### config.mk
export PLATFORM = sky130hd
export DESIGN_NAME = out_port_tx_flat
export DESIGN_NICKNAME = d
export VERILOG_FILES = /design/src/rtl/out_port_tx_pkg.sv /design/src/rtl/out_port_tx_if.sv /design/src/rtl/tx_fifo.sv /design/src/rtl/out_port_tx.sv /design/src/flat_wrapper.sv
export SDC_FILE = /design/constraint.sdc
export NUM_CORES = 1
export LEC_CHECK = 0
export ABC_AREA = 0
export CORE_MARGIN = 2
export CORE_UTILIZATION = 56
export DETAILED_ROUTE_END_ITERATION = 8
export GPL_TIMING_DRIVEN = 0
export PLACE_DENSITY = 0.8
export SLEW_MARGIN = 25
export SYNTH_ARGS = -nofsm -noshare
export SYNTH_HDL_FRONTEND = slang
export SYNTH_SLANG_ARGS = --single-unit
### constraint.sdc
create_clock -name clk -period 5.06 [get_ports clk]
set_input_delay 1.012 -clock clk [delete_from_list [all_inputs] [get_ports clk]]
set_output_delay 1.012 -clock clk [all_outputs]
set_load 0.01 [all_outputs]
### src/rtl/out_port_tx_pkg.sv
// Shared router types and constants for the link transmit path.
// Holds the flit geometry, credit parameters, direction codes, the
// transmit FSM state enum and helpers that build outgoing flits.
package out_port_tx_pkg;

   localparam int unsigned FLIT_SIZE          = 82;
   localparam int unsigned VALID_BIT          = 81;
   localparam int unsigned CREDIT_BIT         = 80;
   localparam int unsigned OUT_Q_LOG          = 2;
   localparam int unsigned CREDIT_W           = 16;
   localparam int unsigned CREDIT_INIT        = 32;
   localparam int unsigned CREDIT_BACK_PERIOD = 100;
   localparam int unsigned CREDIT_THRESHOLD   = 8;
   localparam int unsigned TIMER_W            = $clog2(CREDIT_BACK_PERIOD);

   typedef enum logic [2:0] {
      DIR_XPOS, DIR_XNEG, DIR_YPOS, DIR_YNEG, DIR_ZPOS, DIR_ZNEG, DIR_LOCAL
   } dir_e;

   // One state per output cycle: what was driven onto the link last.
   typedef enum logic [1:0] {ST_IDLE, ST_DATA, ST_CREDIT} tx_state_e;

   typedef logic [FLIT_SIZE-1:0] flit_t;

   // Credit-return flit layout.
   typedef struct packed {
      logic                             valid;
      logic                             is_credit;
      logic [FLIT_SIZE-3-CREDIT_W:0]    rsvd;
      logic [CREDIT_W-1:0]              count;
   } credit_flit_t;

   function automatic flit_t make_credit_flit(input logic [CREDIT_W-1:0] count);
      credit_flit_t c;
      c           = '0;
      c.valid     = 1'b1;
      c.is_credit = 1'b1;
      c.count     = count;
      return c;
   endfunction

   // Data flits always leave marked valid and non-credit.
   function automatic flit_t make_data_flit(input flit_t head);
      flit_t f;
      f             = head;
      f[VALID_BIT]  = 1'b1;
      f[CREDIT_BIT] = 1'b0;
      return f;
   endfunction

endpackage

### src/rtl/out_port_tx_if.sv
// Switch-to-output-port flit handshake.
// flit_in/flit_in_valid driven by the switch, flit_in_ready by the port.
interface out_port_tx_if;
   import out_port_tx_pkg::*;

   logic [FLIT_SIZE-1:0] flit_in;
   logic                 flit_in_valid;
   logic                 flit_in_ready;

   modport master (output flit_in, output flit_in_valid, input flit_in_ready);
   modport slave  (input flit_in, input flit_in_valid, output flit_in_ready);
endinterface

### src/rtl/tx_fifo.sv
// Small synchronous FIFO buffering granted flits ahead of the link.
// Ports: push/push_data write, pop advances, head_c is the current head
// (valid when !empty_c), full_c/empty_c derived from the registered count.
module tx_fifo
   import out_port_tx_pkg::*;
#(
   parameter int unsigned WIDTH = FLIT_SIZE,
   parameter int unsigned LOG   = OUT_Q_LOG
) (
   input  logic             clk,
   input  logic             rst,
   input  logic             push,
   input  logic [WIDTH-1:0] push_data,
   input  logic             pop,
   output logic [WIDTH-1:0] head_c,
   output logic             full_c,
   output logic             empty_c
);
   localparam int unsigned DEPTH = 1 << LOG;

   logic [WIDTH-1:0] mem [DEPTH];
   logic [LOG-1:0]   wr_ptr, rd_ptr;
   logic [LOG:0]     count;
   logic             do_push, do_pop;

   assign full_c  = (count == (LOG+1)'(DEPTH));
   assign empty_c = (count == '0);
   assign do_push = push && !full_c;
   assign do_pop  = pop && !empty_c;
   assign head_c  = mem[rd_ptr];

   // Pointer/count bookkeeping; push and pop may coincide.
   always_ff @(posedge clk or negedge rst) begin
      if (!rst) begin
         wr_ptr <= '0;
         rd_ptr <= '0;
         count  <= '0;
      end else begin
         if (do_push) wr_ptr <= wr_ptr + LOG'(1);
         if (do_pop)  rd_ptr <= rd_ptr + LOG'(1);
         count <= count + (LOG+1)'(do_push) - (LOG+1)'(do_pop);
      end
   end

   // Storage needs no reset: entries are only read while counted.
   always_ff @(posedge clk) begin
      if (do_push) mem[wr_ptr] <= push_data;
   end

endmodule

### src/rtl/out_port_tx.sv
// Transmit side of one router link.
// Ports: clk, rst (async, active low); sw = switch flit handshake;
// credit_rx_valid/credit_rx_count = credits returned by downstream;
// local_consume = one local input-queue slot freed; out_flit/out_valid =
// registered flit to the MGT; credit_avail = downstream credits;
// credit_err = sticky credit-overflow flag.
module out_port_tx
   import out_port_tx_pkg::*;
(
   input  logic                 clk,
   input  logic                 rst,
   out_port_tx_if.slave         sw,
   input  logic                 credit_rx_valid,
   input  logic [CREDIT_W-1:0]  credit_rx_count,
   input  logic                 local_consume,
   output logic [FLIT_SIZE-1:0] out_flit,
   output logic                 out_valid,
   output logic [CREDIT_W-1:0]  credit_avail,
   output logic                 credit_err
);
   tx_state_e            state_q, state_d;
   logic [CREDIT_W-1:0]  owed_q, owed_d, credit_d;
   logic [TIMER_W-1:0]   timer_q, timer_d;
   logic [FLIT_SIZE-1:0] flit_d, head_c;
   logic [CREDIT_W:0]    credit_sum, owed_inc;
   logic                 fifo_full_c, fifo_empty_c, push, pop, credit_due, err_d;

   assign sw.flit_in_ready = !fifo_full_c;
   assign push             = sw.flit_in_valid && !fifo_full_c;

   tx_fifo u_fifo (
      .clk       (clk),
      .rst       (rst),
      .push      (push),
      .push_data (sw.flit_in),
      .pop       (pop),
      .head_c    (head_c),
      .full_c    (fifo_full_c),
      .empty_c   (fifo_empty_c)
   );

   // Output selection plus owed/timer/credit next-state.
   always_comb begin
      state_d    = ST_IDLE;
      flit_d     = '0;
      pop        = 1'b0;
      timer_d    = '0;
      err_d      = credit_err;
      owed_inc   = {1'b0, owed_q} + (CREDIT_W+1)'(local_consume);
      owed_d     = owed_inc[CREDIT_W] ? '1 : owed_inc[CREDIT_W-1:0];

      // Credit flits win, but never twice in a row so data keeps moving.
      credit_due = (owed_q != '0) && (state_q != ST_CREDIT) &&
                   ((timer_q == TIMER_W'(CREDIT_BACK_PERIOD - 1)) ||
                    (owed_q >= CREDIT_W'(CREDIT_THRESHOLD)));

      if (credit_due) begin
         state_d = ST_CREDIT;
         flit_d  = make_credit_flit(owed_q);
         owed_d  = CREDIT_W'(local_consume);
      end else if (!fifo_empty_c && (credit_avail != '0)) begin
         state_d = ST_DATA;
         pop     = 1'b1;
         flit_d  = make_data_flit(head_c);
      end

      // Timer parks at its trigger value while a credit send is blocked.
      if ((state_d != ST_CREDIT) && (owed_q != '0)) begin
         timer_d = (timer_q == TIMER_W'(CREDIT_BACK_PERIOD - 1)) ?
                   timer_q : timer_q + TIMER_W'(1);
      end

      credit_sum = {1'b0, credit_avail} - (CREDIT_W+1)'(pop) +
                   (credit_rx_valid ? {1'b0, credit_rx_count} : '0);
      if (credit_sum > (CREDIT_W+1)'(CREDIT_INIT)) begin
         credit_d = CREDIT_W'(CREDIT_INIT);
         err_d    = 1'b1;
      end else begin
         credit_d = credit_sum[CREDIT_W-1:0];
      end
   end

   // State and registered outputs.
   always_ff @(posedge clk or negedge rst) begin
      if (!rst) begin
         state_q      <= ST_IDLE;
         out_flit     <= '0;
         out_valid    <= 1'b0;
         credit_avail <= CREDIT_W'(CREDIT_INIT);
         credit_err   <= 1'b0;
         owed_q       <= '0;
         timer_q      <= '0;
      end else begin
         state_q      <= state_d;
         out_flit     <= flit_d;
         out_valid    <= (state_d != ST_IDLE);
         credit_avail <= credit_d;
         credit_err   <= err_d;
         owed_q       <= owed_d;
         timer_q      <= timer_d;
      end
   end

endmodule
### src/flat_wrapper.sv
// flat-port wrapper written by rule: the top's interface ports become plain ports
module out_port_tx_flat import out_port_tx_pkg::*;
  (clk, rst, credit_rx_valid, credit_rx_count, local_consume, out_flit, out_valid, credit_avail, credit_err, sw_flit_in, sw_flit_in_valid, sw_flit_in_ready);
  out_port_tx_if sw_i ();
  input  logic clk;
  input  logic rst;
  input  logic credit_rx_valid;
  input  logic [CREDIT_W-1:0] credit_rx_count;
  input  logic local_consume;
  output logic [FLIT_SIZE-1:0] out_flit;
  output logic out_valid;
  output logic [CREDIT_W-1:0] credit_avail;
  output logic credit_err;
  input wire logic [$bits(sw_i.flit_in)-1:0] sw_flit_in;
  input wire logic [$bits(sw_i.flit_in_valid)-1:0] sw_flit_in_valid;
  output wire logic [$bits(sw_i.flit_in_ready)-1:0] sw_flit_in_ready;
  assign sw_i.flit_in = sw_flit_in;
  assign sw_i.flit_in_valid = sw_flit_in_valid;
  assign sw_flit_in_ready = sw_i.flit_in_ready;
  out_port_tx u_core (.clk(clk), .rst(rst), .sw(sw_i), .credit_rx_valid(credit_rx_valid), .credit_rx_count(credit_rx_count), .local_consume(local_consume), .out_flit(out_flit), .out_valid(out_valid), .credit_avail(credit_avail), .credit_err(credit_err));
endmodule
# After elaboration in Yosys (flattened, before gate mapping)
# Memories as Yosys holds them, arrays and structs flattened.
# Index checks and enable logic that the tools add are counted.
# word_totals
memories,1
mem_bits_rw,328
reg_bits,132
word_cells,54
out_inout_bits,101
# mem_list
memory,words,word_bits,read_ports,rd_clocked_by_memory_dff,wr,line,rtl
u_core.u_fifo.mem,4,82,1,0,1,tx_fifo.sv:21,logic [WIDTH-1:0] mem [DEPTH];
# op_classes
n_mux,14
n_eq_ne,5
order_cmp,2
n_reduce_logical,14
n_addsub,8
# ops
operator,count
$mux 82,2
$mux 16,4
$reduce_bool 16->1,2
$add 16x1->17,1
$add 17x17->17,1
$gt 17x6->1 const B,1
$sub 16x1->17,1
$ge 16x4->1 const B,1
$mux 7,2
$add 7x1->7 const B,1
$eq 7x7->1 const B,1
$logic_and 1x1->1,7
$ne 2x2->1 const B,3
$mux 1,5
$add 2x1->2 const B,2
$add 3x1->3,1
$eq 3x3->1 const B,1
$logic_not 3->1,1
$sub 3x1->3,1
$logic_not 1->1,2
$mux 2,1
$reduce_bool 2->1,1
$logic_or 1x1->1,1

# Longest topological paths before layout
# Gate-level depths: netlist of the first run.
# depth
word_depth,9
ltp_mapped,19

# Cells and area by module
# A second synthesis of the first run with hierarchy kept.
# unflattened
cells_unflattened,1050
area_unflattened_um2,18192.4
# by_module_without_submodules
mod,area_per_inst_um2,cells_per_inst,instances
tx_fifo,12296.8,469,1
out_port_tx,5895.7,581,1

# Worst setup path after synthesis of the first run
# Ideal clock, no wire load.
# synth_timing
path_kind,reg-to-reg
from,register u_core.timer_q[0]
to,register u_core.credit_err
path_stages_with_launch,20
arrival_ns,4.255
required_ns,4.921
path_slack_ns,0.667
path_cell_list,dfrtp_1 ha_1 nor2b_1 nand2_1 o21ai_1 a2bb2oi_1 nor2_1 clkbuf_1 ha_1 inv_1 ha_1 inv_1 fa_1 nor2b_1 o31a_1 o21ai_1 and3_1 a211o_1 or2_2 or4_1
# synth_between
elab_chain_len,7
# synth_rtl
element,line,rtl
"start, declared",out_port_tx.sv:23,"logic [TIMER_W-1:0] timer_q, timer_d;"
"start signal, assigned",out_port_tx.sv:100,timer_q <= timer_d;
$eq 7x7->1,out_port_tx.sv:54,((timer_q == TIMER_W'(CREDIT_BACK_PERIOD - 1)) ||
$logic_or 1x1->1,out_port_tx.sv:54,
$logic_and 1x1->1,out_port_tx.sv:53,credit_due = (owed_q != '0) && (state_q != ST_CREDIT) &&
$mux 1,out_port_tx.sv:57,if (credit_due) begin
net u_core.pop,out_port_tx.sv:26,"logic fifo_full_c, fifo_empty_c, push, pop, credit_due, err_d;"
$sub 16x1->17,out_port_tx.sv:73,"credit_sum = {1'b0, credit_avail} - (CREDIT_W+1)'(pop) +"
$add 17x17->17,out_port_tx.sv:73,
$gt 17x6->1,out_port_tx.sv:75,if (credit_sum > (CREDIT_W+1)'(CREDIT_INIT)) begin
"end signal, assigned",out_port_tx.sv:98,credit_err <= err_d;
"end, declared",out_port_tx.sv:19,output logic credit_err
# The timed path passes the listed nets, and every way through them passes these cells.
# A chain may end at the register's enable or synchronous reset.

# Final worst setup path of the first run
# layout_timing
from,register u_core.timer_q[3]
to,register u_core.credit_err
# Same word-level chain as after synthesis.

==> out/results.ini, run 1 <==
[setup_path]
arrival_ns=5.20
critical_path.endpoint_type=flop
crit_start=u_core.timer_q[3]
crit_end=u_core.credit_err
critPathMaxStageDelay_ns=0.47
cp_slowest_cell=or4_1
worst_setup_path_start_kind=flop
path_class=flop to flop
rr_worst_depth=18
reg2reg_to=u_core.credit_err
crit_chain=nor4bb_1, nand2_1, o21ai_1, a2bb2oi_2, nor2_2, buf_2, ha_1, inv_1, ha_1, inv_1, fa_1, nor2b_1, o31a_1, o21ai_2, a211oi_2, o21ai_0, a2111o_1, or4_1
worst_ep_required_time_ns=5.47
path_max_fanout=11
r2r-start=u_core.timer_q[3]
reg2reg_slack_ns=0.27

[global_routing]
antenna_found_initial=4
grt_pass1_vias=10100
overflow=0
grt_max_degree=67
grt_usage_pct=22.3
grt_pass1_wl_um=56000

[synthesis]
synth_seq_cells=450
synth_common_cells=320 x edfxtp_1, 129 x dfrtp_1, 80 x mux4_2
synth_top_cell_by_area=edfxtp_1
yosysMostFrequentCell=edfxtp_1
post_synth.cell_area_avg_sq_um=17.5
ys.flop_type=edfxtp_1
seq_area_frac_synth_pct=73.0
synth_top_area_share_pct=54.5
ys_async_sr_fraction_pct=28.9
synth.distinct_cells=57
syn_inst=1004
yosys-top-cells-area=edfxtp_1 55%, dfrtp_1 18%, mux4_2 10%
synth_edf_count=320
syn-cell-area_sq_um=17600
yosysWarningCount=0

[drt]
post-route-drc-count=0
antenna_left=0
drt_wl_total_um=36100
num_vias=9465
wl_per_cell_um=21.1
vias_per_cell=5.55
drt_iter0_markers=549
first_pass_iters=4

[pwr]
power_mw=12.5
power_density_nw_per_um2=571
p_leak_nw=8.13
power_switching_mw=3.63
ir_worst_vdd_mv=0.405
clockPowerShare_pct=26.8
internal-power_mw=8.89
p_comb_share_pct=31.5
switching_share_pct=29.0
power.share.sequential_pct=41.7

[sta]
hold_viol_final=0
slew_headroom_pct=33.7
clock_skew_ns=0.0171
hold_ws_ns=0.404
fin_crit_ns=4.79
slew_viol_final=0
worstMarginPinSlew_ns=0.986
setup-violations-final=0
fmax_mhz=209
min_period_over_period_pct=94.7

[placement]
postPlaceCellArea_sq_um=20400
placed_cells=1619
portBuffers=201
gp_congestion=0.853
hpwl_um=22600

[clock_tree]
clock_path_buffers=3
cts_sinks=450
numCtsBuffers=45
cts_tree=built
ctsHoldBuffers=0
clk_pin_slew_ns=0.06
cts_root_buf=clkbuf_16
htreeDepth=2
clk_latency_ns=0.55

[worst_hold_path]
worst_hold_path_type=input port to async pin

[final_layout]
fin_nets=1417
multi_input_comb_area_sq_um=4440
register_area_sq_um=12900
fillers=1996
final_cell_count_no_fill=1705
syn_to_final_growth_pct=24.5
finish.instance_area_sq_um=21900
drive_above_1_share_pct=14.1
final_core_util_pct=71.3

[run]
cap_viol_max_count=0

[floorplanning]
ios=204
die_x_um=181
dieHeight_um=181
start_util_pct=57.3
core_area_sq_um=30700
fp-row-count=64
dieArea_sq_um=32900

[run_status]
status=complete, no violations

how the worst min path moves through the flow:
stage / startpoint / end / slack [ns]
after floorplan: u_core.u_fifo.count[2] / u_core.u_fifo.count[2] / 0.47
after global placement: u_core.u_fifo.count[2] / u_core.u_fifo.count[2] / 0.49
after detailed placement: u_core.u_fifo.count[2] / u_core.u_fifo.count[2] / 0.50
after CTS: rst / u_core.credit_avail[4] / 0.42
after global routing: rst / u_core.credit_avail[4] / 0.44
final: rst / u_core.credit_avail[4] / 0.40
layout by cell type, fill, tap and decap left out, types with 15 or more instances in the layout:
cell / synthesis / routed
nand2_1: 47 / 47
clkdlybuf4s50_1: 0 / 200
xor2_1: 15 / 15
clkbuf_1: 25 / 35
dfrtp_1: 129 / 129
nand2b_1: 18 / 18
clkbuf_16: 0 / 46
a21oi_1: 22 / 22
mux4_2: 80 / 80
edfxtp_1: 320 / 320
and2_1: 67 / 67
nor2_1: 20 / 19
o21ai_1: 15 / 15
inv_1: 61 / 61
xnor2_1: 16 / 16
ha_1: 41 / 41
metrics by stage:
stage	setup TNS, ns	setup WS (ns)
after detailed placement	-0.188	-0.0891
after global placement	-457.08	-2.83
final	0	0.270
after floorplan	0	0.667
after global routing	-0.00855	-0.00855
after CTS	0	0.0174
layout make-up:
| cell class | instances | share of cell area, % |
|---|---|---|
| flip-flops and latches | 450 | 58.7 |
| multi-input cells | 464 | 20.3 |
| repair buffers | 211 | 10.1 |
| clock buffers | 64 | 5.88 |
| well taps | 396 | 2.26 |
| clock inverters | 20 | 1.06 |
| inverters | 61 | 1.04 |
| plain buffers | 38 | 0.730 |
| diodes | 1 | 0.0114 |
registers in the layout, indices dropped and copies added, names as in the netlist:
name                  cells
u_core.u_fifo.mem       320
u_core.out_flit          82
u_core.credit_avail      16
u_core.owed_q            16
u_core.timer_q            7
u_core.u_fifo.count       3
u_core.u_fifo.rd_ptr      2
u_core.u_fifo.wr_ptr      2
u_core.credit_err         1
u_core.state_q            1
per-layer routing:
layer	up-vias	routed length [um]	global-route usage, %
met2	293	18200	37.8
met5	-	26	0
met4	4	638	5.63
met3	56	2480	6.01
met1	4805	14700	29.0
li1	4307	-	-
what timing repair did:
action | 4_1_cts | 5_1_grt
endpoints found under the setup margin | 7 | 7
buffers inserted | 0 | 1
cloned | 0 | 0
gates resized for setup | 2 | 5
worst max-delay path, delay by kind of cell, from the launching register on:
family | cells | cell delay [ns]
buf+inv | 3 | 0.39
compound gates | 7 | 1.60
flops | 1 | 0.42
simple gates | 5 | 1.39
fa+ha+maj | 3 | 0.87
kinds of logic (layout without fill, tap and decap cells):
kind of cell    count (synthesis)  count (layout)  synth area share, %
fa+ha+maj                      43              43                 3.14
flops                         450             450                 73.0
compound gates                 92              92                 3.37
other cells                     1              11               0.0213
simple gates                  207             207                 6.43
xor+xnor                       31              31                 1.54
mux                            81              81                 10.3
buf+inv                        99             394                 2.20
power by group through the flow:
stage / clock network, mW / logic (mW) / registers (mW)
floorplan: 0 / 2.18 / 5.41
global placement: 0 / 3.77 / 5.33
detailed placement: 0 / 3.94 / 5.28
CTS: 3.42 / 4.00 / 5.24
global route: 3.56 / 4.30 / 5.30
finish: 3.35 / 3.95 / 5.23
Power figures use the tool's default switching activity.
==> run 2: changes to the inputs <==
--- a/config.mk
+++ b/config.mk
@@ -10,6 +10,7 @@
 export CORE_UTILIZATION = 56
 export DETAILED_ROUTE_END_ITERATION = 8
 export GPL_TIMING_DRIVEN = 0
+export HOLD_SLACK_MARGIN = 0.12
 export PLACE_DENSITY = 0.8
 export SLEW_MARGIN = 25
 export SYNTH_ARGS = -nofsm -noshare
==> results of run 2 <==
Final layout, timing and power as in run 1 (identical DEF).
